$ cat src/rtl/mem_port_arbiter.sv
// -----------------------------------------------------------------------------
// mem_port_arbiter
//
// Shares the external memory port (MAR/RAM strobes plus the 16-bit bus)
// between the SAP-3 CPU and a host loader/debug requester.
//
// Normally the CPU's bus and strobes pass straight through to memory. When
// the host raises host_req, the arbiter asserts cpu_hold (ORed into the clock
// block's hlt) and waits for the CPU to reach an instruction boundary, or to
// be halted. It then performs one MAR write followed by one RAM access on the
// host's behalf. After the acknowledge, the grant lingers for RELEASE_DELAY
// cycles so that a back-to-back host request can skip the boundary wait.
// If no boundary arrives within WAIT_TIMEOUT cycles, the access is abandoned
// and acknowledged with host_err set.
//
// Parameters
//   WAIT_TIMEOUT   cycles allowed in HOLD_WAIT before the host access aborts
//   RELEASE_DELAY  cycles the grant lingers after an ack (must be >= 1)
//
// Ports
//   clk            free-running system clock (not the gated CPU clock)
//   rst            asynchronous, active-high reset
//   cpu_bus        CPU internal bus value
//   cpu_mar_we     CPU MAR write strobe
//   cpu_ram_we     CPU RAM write strobe
//   cpu_mem_oe     CPU memory read enable
//   cpu_boundary   controller is at fetch step 0
//   cpu_halted     CPU executed HLT (acts as a permanent boundary)
//   cpu_hold       stall request to the clock block
//   host_req       host access request, held until host_ack
//   host_we        1 = write, 0 = read; stable while host_req
//   host_addr      host address; stable while host_req
//   host_wdata     host write data; stable while host_req
//   host_ack       one-cycle completion pulse
//   host_err       qualifies host_ack: 1 = boundary timeout, nothing accessed
//   host_rdata     read data, valid from host_ack until the next read completes
//   mem_out        memory read data
//   mem_bus        bus to memory (MAR / RAM data)
//   mem_mar_we     MAR write strobe to memory
//   mem_ram_we     RAM write strobe to memory
//   mem_oe         memory read enable
//   host_granted   host owns the port (MAR, ACCESS, ACK, LINGER)
//   protocol_err   sticky: a CPU strobe was seen while the host owned the port
// -----------------------------------------------------------------------------
module mem_port_arbiter #(
  parameter int WAIT_TIMEOUT  = 64,
  parameter int RELEASE_DELAY = 4
) (
  input  logic        clk,
  input  logic        rst,

  input  logic [15:0] cpu_bus,
  input  logic        cpu_mar_we,
  input  logic        cpu_ram_we,
  input  logic        cpu_mem_oe,
  input  logic        cpu_boundary,
  input  logic        cpu_halted,
  output logic        cpu_hold,

  input  logic        host_req,
  input  logic        host_we,
  input  logic [15:0] host_addr,
  input  logic [7:0]  host_wdata,
  output logic        host_ack,
  output logic        host_err,
  output logic [7:0]  host_rdata,

  input  logic [7:0]  mem_out,
  output logic [15:0] mem_bus,
  output logic        mem_mar_we,
  output logic        mem_ram_we,
  output logic        mem_oe,

  output logic        host_granted,
  output logic        protocol_err
);

  // Counter widths leave headroom so that the terminal values always fit.
  localparam int WW = $clog2(WAIT_TIMEOUT + 1);
  localparam int LW = $clog2(RELEASE_DELAY + 1);
  localparam logic [WW-1:0] WAIT_LAST   = WW'(WAIT_TIMEOUT - 1);
  localparam logic [LW-1:0] LINGER_LAST = LW'(RELEASE_DELAY - 1);

  typedef enum logic [2:0] {
    S_IDLE,
    S_HOLD_WAIT,
    S_MAR,
    S_ACCESS,
    S_ACK,
    S_LINGER,
    S_ERR
  } state_t;

  state_t          state_q, state_d;
  logic [WW-1:0]   wait_cnt_q, wait_cnt_d;
  logic [LW-1:0]   linger_cnt_q, linger_cnt_d;
  logic [7:0]      host_rdata_q, host_rdata_d;
  logic            protocol_err_q, protocol_err_d;
  logic            cpu_hold_q, cpu_hold_d;
  logic            host_ack_q, host_ack_d;
  logic            host_err_q, host_err_d;
  logic            host_granted_q, host_granted_d;

  logic            cpu_strobe_any;
  logic            at_boundary;

  assign cpu_strobe_any = cpu_mar_we | cpu_ram_we | cpu_mem_oe;
  assign at_boundary    = cpu_boundary | cpu_halted;

  // ---------------------------------------------------------------------------
  // Next-state and datapath-register logic
  // ---------------------------------------------------------------------------
  always_comb begin
    // NOTE: every variable gets a default before the case so that no path
    // leaves one unassigned; an unassigned path would infer a latch.
    state_d        = state_q;
    wait_cnt_d     = wait_cnt_q;
    linger_cnt_d   = linger_cnt_q;
    host_rdata_d   = host_rdata_q;
    protocol_err_d = protocol_err_q | (host_granted_q & cpu_strobe_any);

    unique case (state_q)
      S_IDLE: begin
        // A boundary seen in this same cycle is ignored: the CPU has not yet
        // been stalled, so it could move past that boundary.
        if (host_req) begin
          state_d    = S_HOLD_WAIT;
          wait_cnt_d = '0;
        end
      end

      S_HOLD_WAIT: begin
        if (at_boundary) begin
          state_d = S_MAR;
        end else if (wait_cnt_q == WAIT_LAST) begin
          state_d = S_ERR;
        end else begin
          wait_cnt_d = wait_cnt_q + 1'b1;
        end
      end

      S_MAR: begin
        state_d = S_ACCESS;
      end

      S_ACCESS: begin
        if (!host_we) begin
          host_rdata_d = mem_out;
        end
        state_d = S_ACK;
      end

      S_ACK: begin
        state_d      = S_LINGER;
        linger_cnt_d = '0;
      end

      S_LINGER: begin
        // The CPU is still stalled, so a fresh request can go straight to MAR.
        if (host_req) begin
          state_d = S_MAR;
        end else if (linger_cnt_q == LINGER_LAST) begin
          state_d = S_IDLE;
        end else begin
          linger_cnt_d = linger_cnt_q + 1'b1;
        end
      end

      S_ERR: begin
        state_d = S_IDLE;
      end

      default: begin
        state_d = S_IDLE;
      end
    endcase
  end

  // Status outputs are registered from the next state, so they change exactly
  // when the FSM enters a state and carry no decode glitches.
  always_comb begin
    cpu_hold_d     = 1'b0;
    host_ack_d     = 1'b0;
    host_err_d     = 1'b0;
    host_granted_d = 1'b0;

    unique case (state_d)
      S_HOLD_WAIT: cpu_hold_d = 1'b1;
      S_MAR, S_ACCESS, S_LINGER: begin
        cpu_hold_d     = 1'b1;
        host_granted_d = 1'b1;
      end
      S_ACK: begin
        cpu_hold_d     = 1'b1;
        host_granted_d = 1'b1;
        host_ack_d     = 1'b1;
      end
      S_ERR: begin
        host_ack_d = 1'b1;
        host_err_d = 1'b1;
      end
      default: begin
        cpu_hold_d = 1'b0;
      end
    endcase
  end

  // ---------------------------------------------------------------------------
  // State registers
  // ---------------------------------------------------------------------------
  // NOTE: sequential state uses non-blocking assignments so that every flop
  // samples values from before the edge, whatever order the statements run in.
  always_ff @(posedge clk or posedge rst) begin
    if (rst) begin
      state_q        <= S_IDLE;
      wait_cnt_q     <= '0;
      linger_cnt_q   <= '0;
      host_rdata_q   <= '0;
      protocol_err_q <= 1'b0;
      cpu_hold_q     <= 1'b0;
      host_ack_q     <= 1'b0;
      host_err_q     <= 1'b0;
      host_granted_q <= 1'b0;
    end else begin
      state_q        <= state_d;
      wait_cnt_q     <= wait_cnt_d;
      linger_cnt_q   <= linger_cnt_d;
      host_rdata_q   <= host_rdata_d;
      protocol_err_q <= protocol_err_d;
      cpu_hold_q     <= cpu_hold_d;
      host_ack_q     <= host_ack_d;
      host_err_q     <= host_err_d;
      host_granted_q <= host_granted_d;
    end
  end

  // ---------------------------------------------------------------------------
  // Memory port mux
  // ---------------------------------------------------------------------------
  // IDLE and HOLD_WAIT pass the CPU through combinationally. The CPU keeps
  // running until it reaches a boundary. Every other state drives the port
  // from the host side, or leaves it quiet, and CPU strobes are masked.
  always_comb begin
    mem_bus    = '0;
    mem_mar_we = 1'b0;
    mem_ram_we = 1'b0;
    mem_oe     = 1'b0;

    unique case (state_q)
      S_IDLE, S_HOLD_WAIT: begin
        mem_bus    = cpu_bus;
        mem_mar_we = cpu_mar_we;
        mem_ram_we = cpu_ram_we;
        mem_oe     = cpu_mem_oe;
      end
      S_MAR: begin
        mem_bus    = host_addr;
        mem_mar_we = 1'b1;
      end
      S_ACCESS: begin
        if (host_we) begin
          mem_bus    = {8'h00, host_wdata};
          mem_ram_we = 1'b1;
        end else begin
          mem_oe = 1'b1;
        end
      end
      default: begin
        mem_bus = '0;
      end
    endcase
  end

  assign cpu_hold     = cpu_hold_q;
  assign host_ack     = host_ack_q;
  assign host_err     = host_err_q;
  assign host_rdata   = host_rdata_q;
  assign host_granted = host_granted_q;
  assign protocol_err = protocol_err_q;

endmodule

$ cat config.mk
export PLATFORM = sky130hd
export DESIGN_NAME = mem_port_arbiter
export DESIGN_NICKNAME = d
export VERILOG_FILES = /design/src/rtl/mem_port_arbiter.sv
export SDC_FILE = /design/constraint.sdc
export NUM_CORES = 1
export LEC_CHECK = 0
export BUFFER_PORTS_ARGS = -buffer_cell sky130_fd_sc_hd__buf_2
export CAP_MARGIN = 20
export CORE_UTILIZATION = 25
export CTS_BUF_LIST = sky130_fd_sc_hd__clkbuf_4 sky130_fd_sc_hd__clkbuf_8
export CTS_CLUSTER_SIZE = 10
export DETAILED_ROUTE_END_ITERATION = 12
export HOLD_SLACK_MARGIN = 0.15
export PLACE_DENSITY = 0.48
export SYNTH_ARGS = -nofsm -noshare
export SYNTH_HDL_FRONTEND = slang
export SYNTH_SLANG_ARGS = --single-unit
$ cat constraint.sdc
create_clock -name clk -period 2.9 [get_ports clk]
set_clock_uncertainty 0.05 [all_clocks]
set_input_delay 0.29 -clock clk [delete_from_list [all_inputs] [get_ports clk]]
set_output_delay 0.29 -clock clk [all_outputs]
set_load 0.05 [all_outputs]
# Yosys cells after proc, flatten, opt, wreduce, memory -nomap -nowiden
# Index checks and enable logic that the tools add are counted.
dict set report word_totals {
  wordCells 69
  regBits 26
}
dict set report classes {
  reduce_logical 10
  addsub 2
  mux 24
  bitwise 6
  eq_ne 18
}
# cell count
set op_table {}
lappend op_table {{16-bit case mux with 3 select lines} 1}
lappend op_table {{3-bit 2-to-1 mux} 7}
lappend op_table {{7-bit 2-to-1 mux} 3}
lappend op_table {{3-bit case mux with 6 select lines} 1}
lappend op_table {{3-bit by 2-bit equality test with 1-bit output, second input constant} 5}
lappend op_table {{3-bit equality test, second input constant} 5}
lappend op_table {{7-bit case mux with 2 select lines} 1}
lappend op_table {{2-bit inequality test, second input constant} 5}
lappend op_table {{8-bit 2-to-1 mux} 1}
lappend op_table {{7-bit by 1-bit adder with 7-bit output, second input constant} 1}
lappend op_table {{7-bit by 6-bit equality test with 1-bit output, second input constant} 1}
lappend op_table {{3-bit by 1-bit equality test with 1-bit output, second input constant} 2}
lappend op_table {{1-bit 2-to-1 mux} 6}
lappend op_table {{1-bit case mux with 2 select lines} 3}
lappend op_table {{3-bit case mux with 2 select lines} 1}
lappend op_table {{5-bit OR reduction} 1}
lappend op_table {{1-bit bitwise OR} 4}
lappend op_table {{4-bit AND reduction} 1}
lappend op_table {{2-bit nonzero test} 2}
lappend op_table {{2-bit OR reduction} 2}
lappend op_table {{4-bit OR reduction} 1}
lappend op_table {{3-bit by 1-bit adder with 3-bit output, second input constant} 1}
lappend op_table {{3-bit logical NOT} 1}
lappend op_table {{3-bit AND reduction} 1}
lappend op_table {{other kinds (3)} 3}

# Longest topological paths before layout
# Gate-level depths: netlist (run 1).
dict set report depth {
  ltp_word 7
  mapped_depth 6
  depth_no_buf 6
}

# Worst setup path before layout (run 1)
# No wires, ideal clock.
dict set report synth_timing {
  path_type {register to output}
  start {register state_q[2]}
  end {output port mem_bus[4]}
  path_slack_ns 0.727
  path_stages_with_launch 7
  t_arrival_ns 1.833
  path_cell_list {dfrtp_1 > buf_2 > nor2b_1 > and3_1 > clkbuf_1 > a222oi_1 > nor2_1}
}
dict set report synth_via {
  elab_chain_len 3
  word_cells_on_any_way 6
  classes_between {eq/ne: 3; mux: 1; reduce/logical: 2}
}
# item line
set synth_lines {}
lappend synth_lines {{from (decl)} 94} ;# state_t state_q, state_d;
lappend synth_lines {{from (signal assigned)} 225} ;# state_q <= state_d;
lappend synth_lines {{3-bit by 1-bit equality test with 1-bit output / 3-bit logical NOT (equally long branches)} 249} ;# unique case (state_q)
lappend synth_lines {{2-bit OR reduction} 249}
lappend synth_lines {{16-bit case mux with 3 select lines *} 249}
lappend synth_lines {{to (decl)} 69} ;# output logic [15:0] mem_bus,
# Every way passes the cells marked *; elsewhere a longest branch is shown, timed or not.

# Worst setup path after layout (run 1)
dict set report layout_timing {
  start {register state_q[0]}
  end {output port mem_bus[4]}
}
# The elaborated chain is that of the path after synthesis.

==> results.ini, run 1 <==
[worst_setup_path]
slowest_stage=dfrtp_1
cp-end-kind=primary output
crit_chain=nor2b_1 > and3_1 > a222oi_1 > nor2_1 > buf_2
crit_fanout=17
slowest_delay_ns=0.65
cp.arrival_ns=2.13
crit_path_start_kind=flip-flop
crit_required_ns=2.56
crit_type=reg -> out

[die]
fp.coreArea_sq_um=5640
die-area_sq_um=6320
ioPinCount=89
num_rows=27
start_util=0.266
die_h_um=79.5
fp.dieW_um=79.5

[synthesis]
yosysUniqueCellTypes=36
synth_area_leader_cell=dfrtp_1
ys_seq_area_frac=0.433
synth_area_leaders=dfrtp_1 43%, mux2_2 6.0%, a222oi_1 5.3%, a22o_1 4.7%, inv_1 4.0%
synth_warnings=0
syn_avg_cell_area_sq_um=9.81
yosysTopAreaCellShare=0.433
syn_nets=213
ys_ff_latch=26
syn_area_sq_um=1500
synthCells=153

[sta]
clock.fmax_ghz=0.405
report.final.slew_viol_count=0
period_needed_ns=2.47
rsz0062_at_grt=no
worst_slew_pin_slew_ns=0.542
worst_slew_margin_rel=0.638
period_share=0.852
setup_tns_ns=0
hold_viol_final=0
setup_violations=0

[routing]
dr_wl_met2_um=1900
drt-met1-wl_um=1820
ant_nets=0
vias_per_cell=4.86
dr_wl_met3_um=371
vias=1520
top_layer=met4
drc=0
first_pass_iters=5
drt-initial-drc-count=72
avgRoutedWirePerCell_um=13.3
finalWirelength_um=4180

[placement]
io_buffers=88
globalplace.congestion=0.813
dp_hpwl_um=3260

[cells_and_area]
final_common_cell=buf_2
regArea_sq_um=651
layout_common_cells=88 x buf_2, 26 x dfrtp_1, 16 x inv_1
multi_input_area_sq_um=754
nNetsFinal=302
drive_gt1_frac=0.456
nFillCells=577
diodes=0
area_growth_pct=41.2

[cts]
clock_sinks=26
clock_latency_ns=0.27
cts_hold_buffers=0
cts_made_buffers=3
cts_resized=0
cts_root_buf=clkbuf_8
h-tree-depth=1
cts_tree=built
cts.clk_slew.worst_paths_ns=0.09
cts_setup_buffers=0
clock_path_buffers=2

[grt]
grtUsageTotal=0.139
grt-ovfl-total=0
grt_pass1_vias=1534
grt_pass1_wl_um=6880
antenna_found_initial=0
grt_max_degree=27

[pwr]
p_leak_uw=0.00110
power_uw=2440
p_per_area_nw_per_um2=1150
ir_drop_v=0.000695

[min_path]
hold_class=in -> reg

[outcome]
run_status=finished clean

[flow_run]
drv_cap=0

[routing by layer]
| metal | vias up | track usage |
|---|---|---|
| met5 | - | 0 |
| met4 | 0 | 0.0618 |
| met3 | 7 | 0.0229 |
| met2 | 93 | 0.243 |
| met1 | 680 | 0.167 |
| li1 | 740 | - |
[logic make-up (layout without fill, tap and decap cells)]
kind of cell             Yosys count  count (layout)  share of synthesized area
buffers and inverters             24             112                     0.0642
flip-flops                        26              26                      0.433
AND/OR/NAND/NOR                   44              44                      0.163
adder cells (fa/ha/maj)            3               3                     0.0250
AO/OA/AOI/OAI                     45              45                      0.234
multiplexers                      11              11                     0.0800
[flip-flops by register name (all words and copies together) (netlist names)]
| name | cells |
|---|---|
| cpu_hold | 1 |
| host_ack | 1 |
| host_err | 1 |
| host_granted | 1 |
| host_rdata | 8 |
| linger_cnt_q | 3 |
| protocol_err | 1 |
| state_q | 3 |
| wait_cnt_q | 7 |
[synth_stat cells (all sizes together)]
library cell	instances
dfrtp	26
inv	16
nand2	14
a222oi	8
a22o	8
mux2	8
o21ai	7
nor2	6
a21oi	5
buf	5
nand2b	5
nand3	5
o31ai	4
or4	4
a21o	3
clkbuf	3
ha	3
mux2i	3
a21boi	2
a31oi	2
nand4	2
nor2b	2
o211ai	2
and2	1
and3	1
nand4b	1
nor3	1
nor4	1
o21a	1
o21bai	1
o221a	1
o41ai	1
or2	1
[critical path: cells and delay by family (launching register included)]
kind	cells	cell delay (ns)
buf+inv	1	0.28
flops	1	0.65
simple gates	3	0.80
compound gates	1	0.12
[worst paths after layout]
check	from	end	slack (ns)	cells after the start
setup / recovery	state_q[0]	mem_bus[4]	0.43	5
hold / removal	mem_out[5]	host_rdata[5]	0.19	2
setup reg to reg	state_q[0]	host_rdata[0]	0.87	4
hold reg to reg	protocol_err	protocol_err	0.43	1
max in group asynchronous	rst	protocol_err	1.82	4
min in group asynchronous	rst	host_err	0.52	3
[metrics by stage]
stage / utilization / setup slack (ns) / area, sq um / hold slack [ns] / instances
after CTS: 0.369 / 0.389 / 2080 / 0.186 / 311
after global placement: 0.356 / 0.788 / 2010 / 0.398 / 307
final: 0.376 / 0.428 / 2120 / 0.194 / 313
after global routing: 0.376 / 0.240 / 2120 / 0.179 / 313
after detailed placement: 0.356 / 0.728 / 2010 / 0.407 / 307
after floorplan: - / 0.727 / 1500 / 0.280 / 153
[report_power, final]
group	total [uW]	switching, uW	internal, uW
sequential	607	123	484
clock	301	117	185
combinational	1540	1100	436
[cell type report]
class,instances,share of cell area
Inverter,16,0.0283
Multi-Input combinational cell,103,0.356
Clock inverter,1,0.0142
Sequential cell,26,0.307
Tap cell,72,0.0425
Timing Repair Buffer,92,0.233
Clock buffer,3,0.0195
Note: power is estimated with default switching activity, not from simulation.
==> run 2, diff against run 1 <==
- RECOVER_POWER: not set -> 25
==> run 2 against run 1 <==
  * Via count unchanged
  * Sequential share of layout area is 0.35 points higher
  * First-iteration DRC count increased by 13%
  * Wire length down 0.34%
  * Largest cell class unchanged
  * Core utilization down 0.42 points
  * Critical path type unchanged
  * Count of clock-buffer cells in the layout did not move
  * Worst setup slack improved by 0.0038 ns
  * Critical path depth did not move
  * Die area did not move
==> results.ini, run 2 (same netlist as run 1, synthesis figures left out) <==
[outcome]
run_status=finished clean

[routing]
ant_nets=0  ; unchanged
vias_per_cell=4.86  ; unchanged
first_pass_iters=4  ; -1
dr_wl_met2_um=1900  ; about the same
top_layer=met4
finalWirelength_um=4160  ; -0.34%
drt-initial-drc-count=81  ; +13%
drt-met1-wl_um=1820  ; -0.16%
dr_wl_met3_um=358  ; -3.5%
drc=0  ; unchanged
avgRoutedWirePerCell_um=13.3  ; -0.34%
vias=1520  ; unchanged

[grt]
grt_pass1_wl_um=6880  ; unchanged
antenna_found_initial=0  ; unchanged
grt_max_degree=27  ; unchanged
grtUsageTotal=0.139  ; unchanged
grt-ovfl-total=0  ; unchanged
grt_pass1_vias=1534  ; unchanged

[cells_and_area]
multi_input_area_sq_um=754  ; unchanged
drive_gt1_frac=0.452  ; -0.00415
diodes=0  ; unchanged
area_growth_pct=39.6
regArea_sq_um=651  ; unchanged
nFillCells=581  ; +0.69%
finalInstanceArea_sq_um=2100  ; -1.1%
nNetsFinal=302  ; unchanged
layout_common_cells=88 x buf_2, 26 x dfrtp_1, 16 x inv_1
final_common_cell=buf_2
largest_reg_flops=8  ; unchanged

[worst_setup_path]
slowest_stage=dfrtp_1
ff2ff_setup_slack_ns=0.87  ; about the same
r2r_cells=4  ; unchanged
cp.arrival_ns=2.13  ; about the same
slowest_delay_ns=0.65  ; about the same
timing.rr.end=host_rdata[0]
crit_type=reg -> out
rr_startpoint=state_q[0]
crit_family=simple AND/OR/NAND/NOR gates
crit_path_start_kind=flip-flop
cp_num_buf_inv=1  ; unchanged
cp-end-kind=primary output
crit_required_ns=2.56  ; about the same
crit_fanout=17  ; unchanged
crit_chain=nor2b_1 > and3_1 > a222oi_1 > nor2_1 > buf_2

[cts]
cts_setup_buffers=0  ; unchanged
clock_path_buffers=2  ; unchanged
cts_tree=built
clock_sinks=26  ; unchanged
cts_made_buffers=3  ; unchanged
h-tree-depth=1  ; unchanged
cts_resized=0  ; unchanged
cts_root_buf=clkbuf_8
cts.clk_slew.worst_paths_ns=0.09  ; about the same
clock_latency_ns=0.27  ; about the same

[die]
die_h_um=79.5  ; unchanged
ioPinCount=89  ; unchanged
die-area_sq_um=6320  ; unchanged
fp.dieW_um=79.5  ; unchanged
start_util=0.266  ; unchanged
num_rows=27  ; unchanged
fp.coreArea_sq_um=5640  ; unchanged

[sta]
clock.fmax_ghz=0.405  ; +0.15%
worst_slew_pin_slew_ns=0.881  ; +0.339 ns
worst_slew_margin_rel=0.412  ; -0.226
report.final.slew_viol_count=0  ; unchanged
setup_violations=0  ; unchanged
period_share=0.851  ; -0.00130
rsz0062_at_grt=no
period_needed_ns=2.47  ; -0.00376 ns
hold_viol_final=0  ; unchanged
setup_tns_ns=0  ; unchanged

[pwr]
p_leak_uw=0.00108  ; -1.0%
ir_drop_v=0.000695  ; about the same
p_per_area_nw_per_um2=1160  ; +0.92%

[placement]
globalplace.congestion=0.813  ; unchanged
placed_area_sq_um=2010  ; unchanged
io_buffers=88  ; unchanged
dp_hpwl_um=3260  ; unchanged

[min_path]
min_from=mem_out[5]
hold_class=in -> reg
whs_endpoint=host_rdata[5]
holdPathStages=2  ; unchanged

[flow_run]
drv_cap=0  ; unchanged

-- run 2: cell types whose count changed in the layout (fill, tap and decap cells not counted), sizes merged --
cell    previous run  this run
clkbuf             3         4
buf               91        90
-- run 2: worst max path at each step --
stage	start	cells past startpoint	endpoint	slack, ns
6_report	state_q[0]	5	mem_bus[4]	0.43
5_1_grt	state_q[0]	5	mem_oe	0.24
4_1_cts	state_q[0]	5	mem_oe	0.39
3_5_place_dp	state_q[0]	5	mem_oe	0.73
3_3_place_gp	state_q[0]	5	mem_oe	0.79
2_1_floorplan	state_q[2]	6	mem_bus[4]	0.73
-- run 2: metal layers --
layer | vias to the layer above | GRT usage
li1 | 740 | -
met1 | 683 | 0.167
met2 | 90 | 0.243
met3 | 7 | 0.0229
met4 | 0 | 0.0618
met5 | - | 0
-- run 2: power breakdown --
part           internal [uW]  switching, uW  total (uW)
Combinational            432           1100        1530
Clock                    185            117         302
Sequential               483            123         607
-- run 2: what timing repair did --
item / 4_1_cts / 5_1_grt
endpoints found under the setup margin: 0 / 0
hold endpoints to repair: 0 / 9
hold buffers: 0 / 1
-- run 2: per-stage QoR --
| stage | hold WS (ns) | setup WS (ns) | total power (uW) | instances | utilization |
|---|---|---|---|---|---|
| after floorplan | 0.280 | 0.727 | 1800 | 153 | - |
| after global placement | 0.398 | 0.788 | 2160 | 307 | 0.356 |
| after detailed placement | 0.407 | 0.728 | 2150 | 307 | 0.356 |
| after CTS | 0.186 | 0.389 | 2470 | 311 | 0.369 |
| after global routing | 0.179 | 0.240 | 2590 | 313 | 0.371 |
| final | 0.194 | 0.432 | 2440 | 313 | 0.371 |
-- run 2: final cells by class --
type                    count  share of cell area
multi-input cells         103               0.360
flip-flops and latches     26               0.310
repair buffers             92               0.224
well taps                  72              0.0430
inverters                  16              0.0287
clock buffers               3              0.0197
clock inverters             1              0.0143
